--- config.mk ---
export PLATFORM = sky130hd
export DESIGN_NAME = sw_packet_parser_flat
export DESIGN_NICKNAME = d
export VERILOG_FILES = /design/src/rtl/sw_packet_parser_if.sv /design/src/rtl/sw_packet_parser.sv /design/src/flat_wrapper.sv
export SDC_FILE = /design/constraint.sdc
export NUM_CORES = 1
export LEC_CHECK = 0
export ABC_AREA = 1
export BUFFER_PORTS_ARGS = -buffer_cell sky130_fd_sc_hd__buf_2
export CAP_MARGIN = 40
export CORE_MARGIN = 1.5
export CORE_UTILIZATION = 56
export CTS_CLUSTER_SIZE = 25
export DETAILED_ROUTE_END_ITERATION = 10
export PLACE_DENSITY_LB_ADDON = 0.1
export SETUP_SLACK_MARGIN = 0.2
export SLEW_MARGIN = 5
export SYNTH_ARGS = -nofsm -noshare
export SYNTH_HDL_FRONTEND = slang
export SYNTH_SLANG_ARGS = --single-unit
export TNS_END_PERCENT = 30
--- constraint.sdc ---
create_clock -name clock -period 3.54 [get_ports clock]
set_input_delay 0.354 -clock clock [delete_from_list [all_inputs] [get_ports clock]]
set_output_delay 0.354 -clock clock [all_outputs]
set_load 0.01 [all_outputs]
--- src/rtl/sw_packet_parser_if.sv ---
// sw_packet_parser_if
//   Bundles the frame-byte input stream and every parser output into one
//   interface so the parser can be dropped into a design as a single port.
//
//   master : the byte source / consumer side (drives data_in, sw_enable_in,
//            observes all parser outputs)
//   slave  : the parser itself (consumes the byte stream, drives header
//            fields, payload stream, completion pulses and counters)
//
//   Signals
//     data_in       DATA_W  frame byte
//     sw_enable_in  1       byte on data_in is consumed only when high
//     read_out      1       frame in progress
//     da, sa, len   DATA_W  captured header fields
//     hdr_valid     1       header accepted pulse
//     data_out      DATA_W  payload byte
//     data_valid    1       payload byte pulse
//     pkt_done      1       good frame pulse
//     pkt_err       1       bad frame pulse
//     err_code      2       1=parity, 2=EOF mismatch, 3=length too large
//     good_cnt      CNT_W   saturating good frame count
//     bad_cnt       CNT_W   saturating bad frame count
interface sw_packet_parser_if #(
  parameter int DATA_W = 8,
  parameter int CNT_W  = 16
);
  logic [DATA_W-1:0] data_in;
  logic              sw_enable_in;
  logic              read_out;
  logic [DATA_W-1:0] da;
  logic [DATA_W-1:0] sa;
  logic [DATA_W-1:0] len;
  logic              hdr_valid;
  logic [DATA_W-1:0] data_out;
  logic              data_valid;
  logic              pkt_done;
  logic              pkt_err;
  logic [1:0]        err_code;
  logic [CNT_W-1:0]  good_cnt;
  logic [CNT_W-1:0]  bad_cnt;

  modport master (
    output data_in, sw_enable_in,
    input  read_out, da, sa, len, hdr_valid, data_out, data_valid,
           pkt_done, pkt_err, err_code, good_cnt, bad_cnt
  );

  modport slave (
    input  data_in, sw_enable_in,
    output read_out, da, sa, len, hdr_valid, data_out, data_valid,
           pkt_done, pkt_err, err_code, good_cnt, bad_cnt
  );
endinterface

--- src/rtl/sw_packet_parser.sv ---
// sw_packet_parser
//   Byte-serial frame parser. Frame format:
//     SOF, DA, SA, LEN, LEN payload bytes, PARITY, EOF
//   PARITY is the XOR of DA, SA, LEN and all payload bytes.
//   Bytes are consumed only on cycles with sw_enable_in high; any other
//   cycle is a stall that freezes all parsing state.
//
//   Ports
//     clock   rising-edge clock
//     reset   asynchronous active-high reset; aborts any frame silently
//     bus     sw_packet_parser_if.slave (see interface for signal list)
//
//   All outputs are registered. Completion pulses (hdr_valid, data_valid,
//   pkt_done, pkt_err) appear the cycle after the byte that causes them.
module sw_packet_parser #(
  parameter int                DATA_W   = 8,
  parameter int                MAX_LEN  = 64,
  parameter logic [DATA_W-1:0] SOF_BYTE = DATA_W'(8'h55),
  parameter logic [DATA_W-1:0] EOF_BYTE = DATA_W'(8'hAA),
  parameter int                CNT_W    = 16
) (
  input  logic                clock,
  input  logic                reset,
  sw_packet_parser_if.slave   bus
);

  typedef enum logic [2:0] {
    IDLE,
    DA,
    SA,
    LEN,
    PAYLOAD,
    PARITY,
    EOF,
    DROP
  } state_t;

  // One extra bit so a MAX_LEN equal to the all-ones byte still compares
  // correctly against the incoming length byte.
  localparam logic [DATA_W:0] MAX_LEN_X = (DATA_W+1)'(MAX_LEN);

  state_t            state;
  logic [DATA_W-1:0] remain;     // payload bytes still to come
  logic [DATA_W-1:0] parity;     // running XOR since SOF
  logic              par_flag;   // sticky parity mismatch for this frame

  logic              en;
  logic [DATA_W-1:0] din;

  assign en  = bus.sw_enable_in;
  assign din = bus.data_in;

  always_ff @(posedge clock or posedge reset) begin
    if (reset) begin
      state          <= IDLE;
      remain         <= '0;
      parity         <= '0;
      par_flag       <= 1'b0;
      bus.read_out   <= 1'b0;
      bus.da         <= '0;
      bus.sa         <= '0;
      bus.len        <= '0;
      bus.hdr_valid  <= 1'b0;
      bus.data_out   <= '0;
      bus.data_valid <= 1'b0;
      bus.pkt_done   <= 1'b0;
      bus.pkt_err    <= 1'b0;
      bus.err_code   <= 2'd0;
      bus.good_cnt   <= '0;
      bus.bad_cnt    <= '0;
    end else begin
      // Pulses last exactly one cycle.
      bus.hdr_valid  <= 1'b0;
      bus.data_valid <= 1'b0;
      bus.pkt_done   <= 1'b0;
      bus.pkt_err    <= 1'b0;
      bus.err_code   <= 2'd0;

      // In IDLE, read_out is high only for the completion-pulse cycle that
      // follows an EOF; it drops afterwards unless a new SOF arrives now.
      if (state == IDLE) begin
        bus.read_out <= 1'b0;
      end

      if (en) begin
        unique case (state)
          IDLE: begin
            if (din == SOF_BYTE) begin
              state        <= DA;
              parity       <= '0;
              par_flag     <= 1'b0;
              bus.read_out <= 1'b1;
            end
          end

          DA: begin
            bus.da <= din;
            parity <= parity ^ din;
            state  <= SA;
          end

          SA: begin
            bus.sa <= din;
            parity <= parity ^ din;
            state  <= LEN;
          end

          LEN: begin
            bus.len <= din;
            parity  <= parity ^ din;
            remain  <= din;
            if (din == '0) begin
              state <= PARITY;
            end else if ({1'b0, din} > MAX_LEN_X) begin
              state        <= DROP;
              bus.pkt_err  <= 1'b1;
              bus.err_code <= 2'd3;
              if (bus.bad_cnt != '1) begin
                bus.bad_cnt <= bus.bad_cnt + CNT_W'(1);
              end
            end else begin
              state         <= PAYLOAD;
              bus.hdr_valid <= 1'b1;
            end
          end

          PAYLOAD: begin
            bus.data_out   <= din;
            bus.data_valid <= 1'b1;
            parity         <= parity ^ din;
            if (remain == DATA_W'(1)) begin
              state <= PARITY;
            end else begin
              remain <= remain - DATA_W'(1);
            end
          end

          PARITY: begin
            if (din != parity) begin
              par_flag <= 1'b1;
            end
            state <= EOF;
          end

          EOF: begin
            // read_out stays high through the pulse cycle; IDLE clears it.
            state <= IDLE;
            if (din == EOF_BYTE && !par_flag) begin
              bus.pkt_done <= 1'b1;
              if (bus.good_cnt != '1) begin
                bus.good_cnt <= bus.good_cnt + CNT_W'(1);
              end
            end else begin
              bus.pkt_err  <= 1'b1;
              // A bad terminator outranks a parity mismatch.
              bus.err_code <= (din != EOF_BYTE) ? 2'd2 : 2'd1;
              if (bus.bad_cnt != '1) begin
                bus.bad_cnt <= bus.bad_cnt + CNT_W'(1);
              end
            end
          end

          DROP: begin
            if (din == EOF_BYTE) begin
              state        <= IDLE;
              bus.read_out <= 1'b0;
            end
          end

          default: state <= IDLE;
        endcase
      end
    end
  end

endmodule

--- src/flat_wrapper.sv ---
// flat-port wrapper written by rule: the top's interface ports become plain ports
module sw_packet_parser_flat 
#(
  parameter int                DATA_W   = 8,
  parameter int                MAX_LEN  = 64,
  parameter logic [DATA_W-1:0] SOF_BYTE = DATA_W'(8'h55),
  parameter logic [DATA_W-1:0] EOF_BYTE = DATA_W'(8'hAA),
  parameter int                CNT_W    = 16
)
  (clock, reset, bus_data_in, bus_sw_enable_in, bus_read_out, bus_da, bus_sa, bus_len, bus_hdr_valid, bus_data_out, bus_data_valid, bus_pkt_done, bus_pkt_err, bus_err_code, bus_good_cnt, bus_bad_cnt);
  sw_packet_parser_if #(.DATA_W(DATA_W), .CNT_W(CNT_W)) bus_i ();
  input  logic clock;
  input  logic reset;
  input wire logic [$bits(bus_i.data_in)-1:0] bus_data_in;
  input wire logic [$bits(bus_i.sw_enable_in)-1:0] bus_sw_enable_in;
  output wire logic [$bits(bus_i.read_out)-1:0] bus_read_out;
  output wire logic [$bits(bus_i.da)-1:0] bus_da;
  output wire logic [$bits(bus_i.sa)-1:0] bus_sa;
  output wire logic [$bits(bus_i.len)-1:0] bus_len;
  output wire logic [$bits(bus_i.hdr_valid)-1:0] bus_hdr_valid;
  output wire logic [$bits(bus_i.data_out)-1:0] bus_data_out;
  output wire logic [$bits(bus_i.data_valid)-1:0] bus_data_valid;
  output wire logic [$bits(bus_i.pkt_done)-1:0] bus_pkt_done;
  output wire logic [$bits(bus_i.pkt_err)-1:0] bus_pkt_err;
  output wire logic [$bits(bus_i.err_code)-1:0] bus_err_code;
  output wire logic [$bits(bus_i.good_cnt)-1:0] bus_good_cnt;
  output wire logic [$bits(bus_i.bad_cnt)-1:0] bus_bad_cnt;
  assign bus_i.data_in = bus_data_in;
  assign bus_i.sw_enable_in = bus_sw_enable_in;
  assign bus_read_out = bus_i.read_out;
  assign bus_da = bus_i.da;
  assign bus_sa = bus_i.sa;
  assign bus_len = bus_i.len;
  assign bus_hdr_valid = bus_i.hdr_valid;
  assign bus_data_out = bus_i.data_out;
  assign bus_data_valid = bus_i.data_valid;
  assign bus_pkt_done = bus_i.pkt_done;
  assign bus_pkt_err = bus_i.pkt_err;
  assign bus_err_code = bus_i.err_code;
  assign bus_good_cnt = bus_i.good_cnt;
  assign bus_bad_cnt = bus_i.bad_cnt;
  sw_packet_parser #(.DATA_W(DATA_W), .MAX_LEN(MAX_LEN), .SOF_BYTE(SOF_BYTE), .EOF_BYTE(EOF_BYTE), .CNT_W(CNT_W)) u_core (.clock(clock), .reset(reset), .bus(bus_i));
endmodule
==> run_results.csv <==
group,metric,value,unit
outcome,status,"finished, final reports clean",
clock_tree,cts_tree,"yes",
grt,antenna_found_initial,0,
clock_tree,path_clk_slew,0.09,ns
finish,design_area,5400,µm²
critical_path,rr_startpoint,"u_core.bus.bad_cnt[0]$_DFFE_PP0P_",
synth,muxShareOfSynthArea,0,%
clock_tree,htreeDepth,3,
clock_tree,numClockSinks,91,
critical_path,crit_arrival,2.38,ns
timing,timing.hold.ws,0.358,ns
timing,skew,0.0105,ns
timing,max-slew-margin-rel,51.4,%
critical_path,r2r_cells,9,
power,peakVddDrop,0.435,mV
flow_run,drv_cap,0,
grt,grt-ovfl-total,0,
routing,vias,4158,
die,rows,33,
routing,drc,0,
timing,setup_viol,0,
clock_tree,clk_latency,0.37,ns
routing,viasPerCell,5.25,
clock_tree,cts_resized,0,
routing,dr.pass1.iters,5,
finish,area_delta_synth_final,14.1,%
place,place_congestion,0.936,
critical_path,required,3.80,ns
die,die_w,94.9,µm
timing,worstMarginPinSlew,0.729,ns
place,post_dp_cell_area,5190,µm²
die,io-pin-count,82,
synth,ys_ff_latch,91,
critical_path,startpoint,"u_core.bus.bad_cnt[0]$_DFFE_PP0P_",
critical_path,critPathMaxFanout,17,
synth,yosys.area_share.adder,1.06,%
critical_path,cp_top_family,"simple AND/OR/NAND/NOR gates",
synth,synth_area_leader_cell,"dfrtp_1",
critical_path,crit_cells,9,
critical_path,path_cells,"ha_1, nand3_1, nor2_4, nand2_1, nor2_1, nor2_2, nand2_4, nand2_1, nand2_1",
die,design.die.area,9010,µm²
synth,synth-seq-area-share,48.1,%
synth,synth_edf_count,0,
synth,syn_inst,600,
finish,drive_above_1_share,17.9,%
synth,synth_warnings,0,
grt,grt_max_degree,38,
critical_path,crit_top_cell,"nand2_1",
timing,hold_viol,0,
timing,finalCritPeriodShare,59.8,%
synth,postSynthAreaPerCell,7.88,µm²
die,initial_utilization,57.6,%
critical_path,critical_path_buf_inv_count,0,
critical_path,slowest_delay,0.56,ns
grt,track_usage,25.2,%
finish,fillers,744,
critical_path,r2r-end,"u_core.bus.bad_cnt[0]$_DFFE_PP0P_",
place,port_buffers,81,
clock_tree,post-cts-setup-buffer-count,0,
die,die_y,94.9,µm
critical_path,r2r_slack,1.42,ns
synth,ys_async_sr_fraction,100,%
die,core,8220,µm²
power,leakage,2.84,nW
critical_path,end_kind,"register",
critical_path,cp_slowest_cell,"nor2_2",
grt,grt_pass1_wl,17800,µm
synth,synth_top_area_share,48.1,%
synth,synth_flop_cell,"dfrtp_1",
routing,drt_iter0_markers,214,
hold_path,hold_class,"input port to register",
timing,fmax,472,MHz
synth,syn_nets,615,
place,dpl.hpwl,7640,µm
finish,num_antenna_cells,0,
synth,synth_common_cells,"217 x nand2_1, 91 x dfrtp_1, 56 x o21ai_0",
clock_tree,clock_tree.root_cell,"clkbuf_8",
power,p_per_area,627,nW/µm²
critical_path,cp-endpoint,"u_core.bus.bad_cnt[0]$_DFFE_PP0P_",
critical_path,crit_type,"register to register",
synth,yosys.area_share.simple,32.3,%
synth,synth_top_family_by_area,"simple AND/OR/NAND/NOR gates",
timing,setup_ws,1.42,ns
synth,synth.distinct_cells,32,
clock_tree,cts_made_buffers,9,
timing,maxSlewViolCount,0,
routing,routed_wl,10500,µm
synth,synth_compound_area_share,7.48,%
synth,syn-cell-area,4730,µm²
synth,synth_area_leaders,"dfrtp_1 48%, nand2_1 17%, o21ai_0 5.9%",
clock_tree,clock_path_buffers,2,
critical_path,cp-start-kind,"register",
timing,layout_min_cycle_time,2.12,ns
timing,tns,0,ns
timing,grt_setup_unrepaired,"no",
place,post-place-ws,1.44,ns
synth,yosysMostFrequentCell,"nand2_1",
grt,grt_pass1_vias,3933,
routing,ant_nets,0,
routing,wl_per_cell,13.3,µm
synth,synth_xor_area_share,5.37,%
finish,final_net_count,697,
through the flow:
step / power (mW) / instances / utilization (%)
floorplan: 2.34 / 600 / -
global placement: 2.67 / 775 / 63.2
detailed placement: 2.71 / 775 / 63.2
CTS: 3.40 / 792 / 65.7
global route: 3.64 / 792 / 65.7
finish: 3.38 / 792 / 65.7
final cells by class:
class	count	area (µm²)	area share (%)
multi-input combinational	450	2190	40.5
sequential	91	2280	42.2
clock inverter	7	71.3	1.32
inverter	46	176	3.27
timing repair buffer	84	430	7.98
tap	105	131	2.43
clock buffer	9	124	2.30
kinds of logic after synthesis:
family          Yosys count
buf+inv                  59
simple gates            348
compound gates           69
xor+xnor                 29
fa+ha+maj                 4
flops                    91
how the worst min path moves through the flow:
stage	end	slack (ns)	cells past startpoint	startpoint
after floorplan	u_core.remain[7]$_DFFE_PP0P_	0.47	2	u_core.remain[7]$_DFFE_PP0P_
after global placement	u_core.bus.sa[3]$_DFFE_PP0P_	0.35	2	reset
after detailed placement	u_core.bus.sa[3]$_DFFE_PP0P_	0.36	2	reset
after CTS	u_core.parity[4]$_DFFE_PP0P_	0.35	4	bus_data_in[4]
after global routing	u_core.bus.pkt_done$_DFF_PP0_	0.38	3	bus_sw_enable_in
final	u_core.parity[4]$_DFFE_PP0P_	0.36	4	bus_data_in[4]
power by group:
| part | total (mW) | internal [mW] | switching, mW | leakage, nW |
|---|---|---|---|---|
| sequential | 1.54 | 1.33 | 0.207 | 1.18 |
| combinational | 1.16 | 0.419 | 0.742 | 1.56 |
| clock | 0.687 | 0.275 | 0.413 | 0.0991 |
| total | 3.38 | 2.02 | 1.36 | 2.84 |
cell usage in the layout, fill, tap and decap left out, types with 2 or more instances in the layout:
master,count
nand4_1,13
nand2_2,5
nand2_1,217
nand3_1,46
clkbuf_8,9
buf_2,81
nor2_1,40
nand2_4,3
nor3_1,9
clkinv_4,3
nand3b_1,3
a21oi_1,3
inv_6,2
xor2_1,15
nor2_4,4
o21ai_2,2
xnor2_1,14
ha_1,4
buf_4,2
inv_1,42
o21ai_0,56
nor3_2,2
inv_2,2
o21ai_1,7
dfrtp_1,91
nor2_2,2
routing by layer:
layer | vias up | share of wire, % | track usage [%]
met3 | 16 | 5.6 | 3.78
met1 | 1942 | 44 | 31.7
met2 | 113 | 48 | 43.6
met5 | - | 0 | 0
li1 | 2087 | - | -
met4 | 0 | 2.0 | 9.45
flip-flops by register name, summed over array words and instances (netlist names):
name                   cells
u_core.bus.len             8
u_core.bus.data_out        8
u_core.bus.hdr_valid       1
u_core.bus.data_valid      1
u_core.bus.pkt_done        1
u_core.remain              8
u_core.bus.err_code        2
u_core.bus.sa              8
u_core.par_flag            1
u_core.state               3
u_core.bus.read_out        1
u_core.bus.da              8
u_core.parity              8
u_core.bus.bad_cnt        16
u_core.bus.good_cnt       16
u_core.bus.pkt_err         1
repair_timing:
| item | in CTS | in global routing |
|---|---|---|
| hold buffers | 1 | 0 |
| setup endpoints to repair | 0 | 0 |
| endpoints found under the hold margin | 22 | 0 |
worst reg2reg max path, delay by kind of cell, from the launching register on:
family / cells / cell delay, ns
fa+ha+maj: 1 / 0.24
flops: 1 / 0.43
simple gates: 8 / 1.37
(Power assumes the default switching activity.)
